--- src/rtl/mem_arbiter.sv ---
// Memory-port arbiter between icache refill (fetch) and dcache miss paths, with tag
// ownership tracking and squash-based dropping of stale fetch responses.
// Optional build macro MEM_ARB_STATS_EN adds grant and stale-drop counters.
module mem_arbiter #(
    parameter int TAG_W    = 4,
    parameter int MAX_WAIT = 4
) (
    input  logic              clock,
    input  logic              reset,
    input  logic              squash,
    input  logic              if_req_valid,
    input  logic [31:0]       if_req_addr,
    output logic              if_req_accept,
    output logic              if_resp_valid,
    output logic [31:0]       if_resp_addr,
    output logic [63:0]       if_resp_data,
    input  logic              dc_req_valid,
    input  logic              dc_req_store,
    input  logic [31:0]       dc_req_addr,
    input  logic [63:0]       dc_req_data,
    output logic              dc_req_accept,
    output logic              dc_resp_valid,
    output logic [31:0]       dc_resp_addr,
    output logic [63:0]       dc_resp_data,
`ifdef MEM_ARB_STATS_EN
    output logic [31:0]       if_grant_cnt,
    output logic [31:0]       dc_grant_cnt,
    output logic [31:0]       stale_drop_cnt,
`endif
    output logic [1:0]        proc2mem_command,
    output logic [31:0]       proc2mem_addr,
    output logic [63:0]       proc2mem_data,
    input  logic [TAG_W-1:0]  mem2proc_transaction_tag,
    input  logic [63:0]       mem2proc_data,
    input  logic [TAG_W-1:0]  mem2proc_data_tag
);

    localparam int NTAGS  = 2 ** TAG_W;
    localparam int WAIT_W = $clog2(MAX_WAIT + 1);

    typedef enum logic [1:0] {
        CMD_NONE  = 2'd0,
        CMD_LOAD  = 2'd1,
        CMD_STORE = 2'd2
    } mem_cmd_e;

    logic [NTAGS-1:0] tbl_valid;
    logic [NTAGS-1:0] tbl_is_if;
    logic [NTAGS-1:0] tbl_stale;
    logic [31:0]      tbl_addr [NTAGS];

    logic [WAIT_W-1:0] wait_cnt;
    logic              wait_sat;
    logic              if_grant;
    logic              dc_grant;
    logic              mem_taken;
    logic              alloc;
    logic [31:0]       alloc_addr;
    logic              rsp_hit;
    logic              rsp_is_if;
    logic              rsp_stale;
    mem_cmd_e          cmd;

    assign wait_sat  = (wait_cnt == WAIT_W'(MAX_WAIT));
    assign mem_taken = (mem2proc_transaction_tag != '0);

    // NOTE: every combinational output gets a default first, so no path infers a latch.
    always_comb begin
        if_grant      = if_req_valid && (!dc_req_valid || wait_sat);
        dc_grant      = dc_req_valid && !if_grant;
        cmd           = CMD_NONE;
        proc2mem_addr = '0;
        proc2mem_data = '0;
        if (if_grant) begin
            cmd           = CMD_LOAD;
            proc2mem_addr = if_req_addr;
        end else if (dc_grant) begin
            cmd           = dc_req_store ? CMD_STORE : CMD_LOAD;
            proc2mem_addr = dc_req_addr;
            proc2mem_data = dc_req_data;
        end
    end

    assign proc2mem_command = cmd;
    assign if_req_accept    = if_grant && mem_taken;
    assign dc_req_accept    = dc_grant && mem_taken;
    assign alloc            = if_req_accept || (dc_req_accept && !dc_req_store);
    assign alloc_addr       = if_grant ? if_req_addr : dc_req_addr;

    // Squash counts as stale in the same cycle so a response racing the flush is dropped.
    assign rsp_hit   = (mem2proc_data_tag != '0) && tbl_valid[mem2proc_data_tag];
    assign rsp_is_if = tbl_is_if[mem2proc_data_tag];
    assign rsp_stale = tbl_stale[mem2proc_data_tag] || squash;

    always_comb begin
        if_resp_valid = rsp_hit && rsp_is_if && !rsp_stale;
        dc_resp_valid = rsp_hit && !rsp_is_if;
        if_resp_addr  = '0;
        if_resp_data  = '0;
        dc_resp_addr  = '0;
        dc_resp_data  = '0;
        if (if_resp_valid) begin
            if_resp_addr = tbl_addr[mem2proc_data_tag];
            if_resp_data = mem2proc_data;
        end
        if (dc_resp_valid) begin
            dc_resp_addr = tbl_addr[mem2proc_data_tag];
            dc_resp_data = mem2proc_data;
        end
    end

    always_ff @(posedge clock) begin
        if (reset) begin
            tbl_valid <= '0;
            tbl_is_if <= '0;
            tbl_stale <= '0;
            wait_cnt  <= '0;
        end else begin
            if (squash)
                tbl_stale <= tbl_stale | (tbl_valid & tbl_is_if);
            if (rsp_hit)
                tbl_valid[mem2proc_data_tag] <= 1'b0;
            // NOTE: the last non-blocking write to a bit wins, so an allocate to the tag
            // being retired this cycle overrides the clear above.
            if (alloc) begin
                tbl_valid[mem2proc_transaction_tag] <= 1'b1;
                tbl_is_if[mem2proc_transaction_tag] <= if_grant;
                tbl_stale[mem2proc_transaction_tag] <= squash && if_grant;
            end
            if (!if_req_valid || if_req_accept)
                wait_cnt <= '0;
            else if (!if_grant && !wait_sat)
                wait_cnt <= wait_cnt + WAIT_W'(1);
        end
    end

    // NOTE: the address store is qualified by tbl_valid, so it carries no reset.
    always_ff @(posedge clock) begin
        if (alloc)
            tbl_addr[mem2proc_transaction_tag] <= alloc_addr;
    end

`ifdef MEM_ARB_STATS_EN
    logic rsp_drop;
    assign rsp_drop = rsp_hit && rsp_is_if && rsp_stale;

    always_ff @(posedge clock) begin
        if (reset) begin
            if_grant_cnt   <= '0;
            dc_grant_cnt   <= '0;
            stale_drop_cnt <= '0;
        end else begin
            if (if_req_accept) if_grant_cnt   <= if_grant_cnt + 32'd1;
            if (dc_req_accept) dc_grant_cnt   <= dc_grant_cnt + 32'd1;
            if (rsp_drop)      stale_drop_cnt <= stale_drop_cnt + 32'd1;
        end
    end
`endif

endmodule

--- config.mk ---
export PLATFORM = sky130hd
export DESIGN_NAME = mem_arbiter
export DESIGN_NICKNAME = d
export VERILOG_FILES = /design/src/rtl/mem_arbiter.sv
export SDC_FILE = /design/constraint.sdc
export NUM_CORES = 1
export LEC_CHECK = 0
export BUFFER_PORTS_ARGS = -buffer_cell sky130_fd_sc_hd__buf_2
export CAP_MARGIN = 20
export CORE_UTILIZATION = 59
export CTS_CLUSTER_DIAMETER = 150
export CTS_CLUSTER_SIZE = 14
export DETAILED_ROUTE_END_ITERATION = 7
export GPL_TIMING_DRIVEN = 0
export PLACE_DENSITY = 0.85
export SYNTH_ARGS = -nofsm -noshare
export SYNTH_HDL_FRONTEND = slang
export SYNTH_SLANG_ARGS = --single-unit
--- constraint.sdc ---
create_clock -name clock -period 7.1 [get_ports clock]
set_input_delay 0.355 -clock clock [delete_from_list [all_inputs] [get_ports clock]]
set_output_delay 0.355 -clock clock [all_outputs]
set_load 0.01 [all_outputs]
==> results of run 1 <==
## sequential cells by signal, summed over array words and instances (netlist names)
name and cells:
wait_cnt 3, tbl_addr 512, tbl_stale 16, tbl_is_if 16, tbl_valid 16
## worst min path at each step
stage | startpoint | endpoint | slack, ns | cells after the start
floorplan | tbl_stale[0] | tbl_stale[0] | 0.43 | 2
global placement | tbl_stale[0] | tbl_stale[0] | 0.45 | 2
detailed placement | tbl_is_if[8] | tbl_is_if[8] | 0.47 | 2
CTS | reset | wait_cnt[0] | 0.19 | 3
global route | reset | tbl_stale[4] | 0.20 | 3
finish | reset | wait_cnt[0] | 0.20 | 3
## routing by layer
layer	part of all wire (%)	vias up	global-route usage (%)
met3	11	350	9.87
met5	0.16	-	1.43
met1	34	8778	45.1
met4	6.2	12	21.1
met2	49	1473	58.6
li1	-	7314	-
## power groups by stage
stage | combinational (mW) | sequential (mW) | clock (mW)
global placement | 0.677 | 3.78 | 0
global route | 0.771 | 3.72 | 2.40
detailed placement | 0.712 | 3.79 | 0
CTS | 0.722 | 3.72 | 2.28
finish | 0.737 | 3.72 | 2.29
floorplan | 0.415 | 3.78 | 0
## critical path, cell delays in order, from the launching register on
cell	delay [ns]
dfxtp_1	0.34
inv_1	0.07
ha_1	0.23
a21bo_2	0.23
nand2_1	0.16
and2_1	0.15
clkbuf_1	0.72
clkbuf_1	0.63
nand2_1	0.16
nand2_1	0.11
buf_2	0.13
## cell families after synthesis
kind of cell    share of synthesized area (%)
compound gates                           5.24
xor+xnor                               0.0358
fa+ha+maj                               0.102
buf+inv                                  2.98
flops                                    67.0
mux                                      13.3
other cells                            0.0153
simple gates                             11.3
## cell type report
cell class | count | area (µm²)
Inverter | 22 | 82.6
Multi-Input combinational cell | 920 | 7530
Antenna cell | 7 | 17.5
Tap cell | 532 | 666
Clock inverter | 4 | 50.0
Buffer | 122 | 648
Fill cell | 2628 | 11500
Clock buffer | 54 | 1180
Sequential cell | 563 | 16400
Timing Repair Buffer | 519 | 2830
## placed cells by master (no fill, tap or decap), types with 27 or more instances in the layout
cell       Yosys  final
dfxtp_1       51     51
edfxtp_1     512    512
nand2_1      243    243
clkbuf_1      70     78
nor3_2        29     29
buf_6         19     27
nor2_1       118    118
nor3_1        71     71
clkbuf_16      0     46
mux4_2       135    135
a22o_1        34     34
and3_1        69     69
buf_2         26    521
conb_1         1     32
## per-stage QoR
step / total power, mW / cell area [µm²] / setup slack (ns)
final: 6.74 / 29400 / 3.23
after global routing: 6.89 / 29400 / 3.21
after CTS: 6.72 / 29400 / 3.37
after detailed placement: 4.50 / 28100 / 3.49
after global placement: 4.46 / 27700 / 1.54
after floorplan: 4.19 / 24600 / 3.69
==> impl_metrics.ini, run 1 <==
[drt]
routed-via-count = 17927
route.detailed.drc = 0
drt_pre_antenna_iters = 8
wl_per_cell_um = 28.8
antenna_left = 0
viasPerCell = 6.54
wirelength_mm = 78.9
drtIter0Drc = 2431

[critical_path]
endpoint = proc2mem_addr[15]
required_ns = 6.74
critical_path.startpoint = wait_cnt[0]
crit_path_start_kind = register
reg2reg_to = tbl_addr[8][16]
critPathArrivalTime_ns = 3.51
critPathCaptureType = output port
ff2ff_path_depth = 8
path_class = reg -> out
crit_fanout = 10
reg2reg_setup_slack_ns = 3.81
worstReg2RegStart = wait_cnt[0]

[place]
hpwl_mm = 52.8
dp.cells = 2677
portBuffers = 495
gp_congestion = 0.971

[power_and_ir_drop]
peakVddDrop_uv = 212
power_frac_comb_pct = 10.9
p_seq_share_pct = 55.1
power.density_mw_per_mm2 = 229
p_int_mw = 5.13
p_leak_nw = 11.5
swShare_pct = 23.9
total_switching_power_mw = 1.61
clkPwrFrac_pct = 33.9

[synth]
synth_edf_count = 512
ys_top_cells_by_count = edfxtp_1, nand2_1, mux4_2
synth.most_common_cell = edfxtp_1
syn_area_mm2 = 0.0245
synth_cell_type_count = 58
synthCells = 1596
ys_warn_count = 0
synth.area.top_cells = edfxtp_1, mux4_2, dfxtp_1
synthFlopType = edfxtp_1
yosysTopAreaCellShare_pct = 62.8
synth-seq-cells = 563
syn_area_per_cell_um2 = 15.3
async_flop_share_pct = 0
seq_area_frac_synth_pct = 67.0
synth_largest_area_cell = edfxtp_1

[global_routing]
first_global_vias = 17222
grt_pass1_wl_mm = 109
antenna_found_initial = 11
grt_overflow = 0
grt_max_degree = 33
track_usage_pct = 36.6

[timing]
fin_crit_sh_pct = 54.5
min_period_ns = 3.87
rsz0062_at_grt = false
max_freq_mhz = 259
worst_slew_pin_slew_ns = 1.04
finalHoldViolations = 0
fin_tns_setup_ns = 0
final-max-slew-violation-count = 0
whs_ns = 0.203
max_slew_margin_pct = 30.4
finClkSkew_ns = 0.0192
setup_viol = 0

[clocking]
cts_resized = 0
holdBufCountCts = 0
cts_sinks = 563
post_cts_buffers = 0
cts_root_buffer = clkbuf_16
clk_latency_ns = 0.57
clk_path_buf_depth = 3
h-tree-depth = 2
cts_tree = built
clk_pin_slew_ns = 0.07
cts_inserted_buffers = 46

[finish]
fin_util_pct = 71.8
nNetsFinal = 2402
area_growth_pct = 20.1
stdcell_count = 2743
drive_above_1_share_pct = 38.2

[job]
maxCapViolations = 0

[floorplanning]
initial_utilization_pct = 59.8
core-area_mm2 = 0.0409
fp.dieW_um = 206
ios = 500
std_cell_rows = 74
die_y_um = 206
die-area_mm2 = 0.0423

[worst_hold_path]
hold_class = in -> reg

[status]
status = finished clean
Note: power is estimated with default switching activity, not from simulation.
==> run 2: changes to the inputs <==
--- a/config.mk
+++ b/config.mk
@@ -5,14 +5,15 @@
 export SDC_FILE = /design/constraint.sdc
 export NUM_CORES = 1
 export LEC_CHECK = 0
+export ABC_AREA = 1
 export BUFFER_PORTS_ARGS = -buffer_cell sky130_fd_sc_hd__buf_2
 export CAP_MARGIN = 20
-export CORE_UTILIZATION = 59
+export CORE_UTILIZATION = 50
 export CTS_CLUSTER_DIAMETER = 150
 export CTS_CLUSTER_SIZE = 14
 export DETAILED_ROUTE_END_ITERATION = 7
 export GPL_TIMING_DRIVEN = 0
-export PLACE_DENSITY = 0.85
+export PLACE_DENSITY = 0.76
 export SYNTH_ARGS = -nofsm -noshare
 export SYNTH_HDL_FRONTEND = slang
 export SYNTH_SLANG_ARGS = --single-unit
==> constraint.sdc (replaced) <==
create_clock -name clock -period 3.24 [get_ports clock]
set_input_delay 0.162 -clock clock [delete_from_list [all_inputs] [get_ports clock]]
set_output_delay 0.162 -clock clock [all_outputs]
set_load 0.01 [all_outputs]
==> run 2 against run 1 <==
  * Sequential share of layout area down 1.5 points
  * Register-to-register slack worse by 3.6 ns
  * Setup slack worse by 3.1 ns
  * Critical path depth down 1
  * Non-clock buffer count up 64
  * Count of clock-buffer cells in the layout up 8
  * First-iteration DRC count up 16%
==> impl_metrics.ini, run 2 <==
[synth]
synth_fa_ha_area_share_pct = 0.100
async_flop_share_pct = 0
yosysTopAreaCellShare_pct = 61.6
syn_area_per_cell_um2 = 10.1
synth_simple_gate_area_share_pct = 24.3
synth-compound-area-share_pct = 3.45
ys_top_cells_by_count = nand2_1, edfxtp_1, nand3_1
seq_area_frac_synth_pct = 65.7
synth.area.top_cells = edfxtp_1, nand2_1, nand3_1
synth-seq-cells = 563
syn_area_mm2 = 0.0250
synth_cell_type_count = 30
synthXorXnorAreaFrac_pct = 0
ys_warn_count = 0
synth_edf_count = 512
synth.most_common_cell = nand2_1
synthCells = 2475
synthMuxAreaShare_pct = 0
synth_largest_area_cell = edfxtp_1
synth_top_family_by_area = simple AND/OR/NAND/NOR gates
synthFlopType = edfxtp_1

[clocking]
cts_root_buffer = clkbuf_16
post_cts_buffers = 0
clk_pin_slew_ns = 0.07
clk_latency_ns = 0.58
clk_path_buf_depth = 3
cts_sinks = 563
cts_tree = built
cts_inserted_buffers = 46
h-tree-depth = 2

[timing]
fin_crit_sh_pct = 96.1
max_freq_mhz = 321
worst_slew_pin_slew_ns = 1.06
finClkSkew_ns = 0.0187
rsz0062_at_grt = true
max_slew_margin_pct = 29.1
setup_viol = 0
min_period_ns = 3.11
final-max-slew-violation-count = 0
finalHoldViolations = 0

[floorplanning]
initial_utilization_pct = 50.9
fp.dieW_um = 225
std_cell_rows = 81
ios = 500
core-area_mm2 = 0.0491
die-area_mm2 = 0.0508
die_y_um = 225

[power_and_ir_drop]
p_leak_nw = 12.7
total_switching_power_mw = 3.62
swShare_pct = 24.5
peakVddDrop_uv = 401
clkPwrFrac_pct = 34.2
p_int_mw = 11.1
power.density_mw_per_mm2 = 488
p_seq_share_pct = 55.1
power_frac_comb_pct = 10.7

[critical_path]
worstReg2RegStart = wait_cnt[0]
critPathCaptureType = output port
path_class = reg -> out
crit_fanout = 10
required_ns = 3.08
reg2reg_to = tbl_addr[7][2]
crit_path_start_kind = register
critPathArrivalTime_ns = 2.95
ff2ff_path_depth = 9
reg2reg_setup_slack_ns = 0.19

[global_routing]
track_usage_pct = 35.0
grt_overflow = 0
first_global_vias = 20547
grt_max_degree = 33
antenna_found_initial = 8
grt_pass1_wl_mm = 128

[worst_hold_path]
hold_class = in -> reg
hold-path-cell-count = 3
min_from = if_req_addr[22]
hold-path-endpoint = tbl_addr[4][22]

[drt]
wl_per_cell_um = 23.9
routed-via-count = 21682
viasPerCell = 5.73
route.detailed.drc = 0
antenna_left = 0
drt_pre_antenna_iters = 6
drtIter0Drc = 2813
wirelength_mm = 90.4

[place]
portBuffers = 496
post_dp_cell_area_mm2 = 0.0289
gp_congestion = 1.02
hpwl_mm = 64.4

[status]
status = finished clean

[finish]
area_growth_pct = 21.0
nNetsFinal = 3306
largest_reg_flops = 512
fin_util_pct = 61.6
design_area_mm2 = 0.0302
drive_above_1_share_pct = 23.6
top_register = tbl_addr
layout_commonest_cell = nand2_1
layout_common_cells = nand2_1, buf_2, edfxtp_1

[job]
maxCapViolations = 0
run 2: cell type report:
| class | instances | area, µm² |
|---|---|---|
| clock buffer | 62 | 1210 |
| inverter | 217 | 818 |
| fill | 4082 | 18800 |
| tap | 664 | 831 |
| buffer | 161 | 791 |
| antenna | 7 | 17.5 |
| sequential | 563 | 16400 |
| clock inverter | 2 | 32.5 |
| multi-input combinational | 1565 | 7090 |
| timing repair buffer | 544 | 3020 |
run 2: how the worst max path moves through the flow:
stage | endpoint | cells past startpoint | slack [ns] | from
6_report | proc2mem_addr[3] | 9 | 0.13 | wait_cnt[0]
5_1_grt | proc2mem_addr[11] | 10 | -0.02 | wait_cnt[0]
4_1_cts | proc2mem_addr[11] | 10 | 0.05 | wait_cnt[0]
3_5_place_dp | tbl_addr[8][21] | 8 | -0.03 | wait_cnt[0]
3_3_place_gp | tbl_addr[7][0] | 8 | -0.62 | wait_cnt[0]
2_1_floorplan | tbl_addr[7][0] | 9 | 0.95 | wait_cnt[0]
run 2: power by group through the flow:
stage | logic, mW | clock network, mW | registers, mW
finish | 1.57 | 5.05 | 8.12
global route | 1.67 | 5.27 | 8.13
CTS | 1.53 | 5.03 | 8.13
detailed placement | 1.51 | 0 | 8.28
global placement | 1.42 | 0 | 8.29
floorplan | 0.774 | 0 | 8.28
run 2: stage by stage:
stage	power (mW)	std cells	setup TNS, ns	worst slack, ns	hold slack [ns]
finish	14.7	3785	0	0.127	0.0410
global route	15.1	3785	-0.0215	-0.0207	0.0415
CTS	14.7	3775	0	0.0529	0.0438
detailed placement	9.80	3708	-0.890	-0.0321	0.445
global placement	9.71	3666	-175.54	-0.618	0.429
floorplan	9.05	2506	0	0.949	0.353
run 2: timing repair:
action / in CTS / in global routing
gates resized for setup: 4 / 11
gates cloned: 0 / 0
pin swaps: 0 / 0
endpoints found under the hold margin: 4 / 0
hold buffers: 3 / 0
setup endpoints to repair: 75 / 52
run 2: cell families after synthesis:
family | count (synthesis)
adder cells (fa/ha/maj) | 2
AND/OR/NAND/NOR | 1367
AO/OA/AOI/OAI | 164
buffers and inverters | 378
flip-flops | 563
other | 1
run 2: routing by layer:
layer | vias to the layer above | global-route usage [%] | part of all wire, %
met5 | - | 0 | 0
met4 | 0 | 14.5 | 4.1
met3 | 216 | 7.07 | 11
met2 | 1477 | 57.0 | 47
met1 | 10317 | 45.7 | 38
li1 | 9672 | - | -
run 2: worst max-delay path, stage by stage, from the launching register on:
cell     delay [ns]
dfxtp_1        0.36
inv_1          0.07
ha_1           0.20
nand2_1        0.08
nand2_1        0.05
nand2_1        0.25
nand2_2        0.33
buf_2          0.37
o21ai_0        0.45
buf_2          0.22
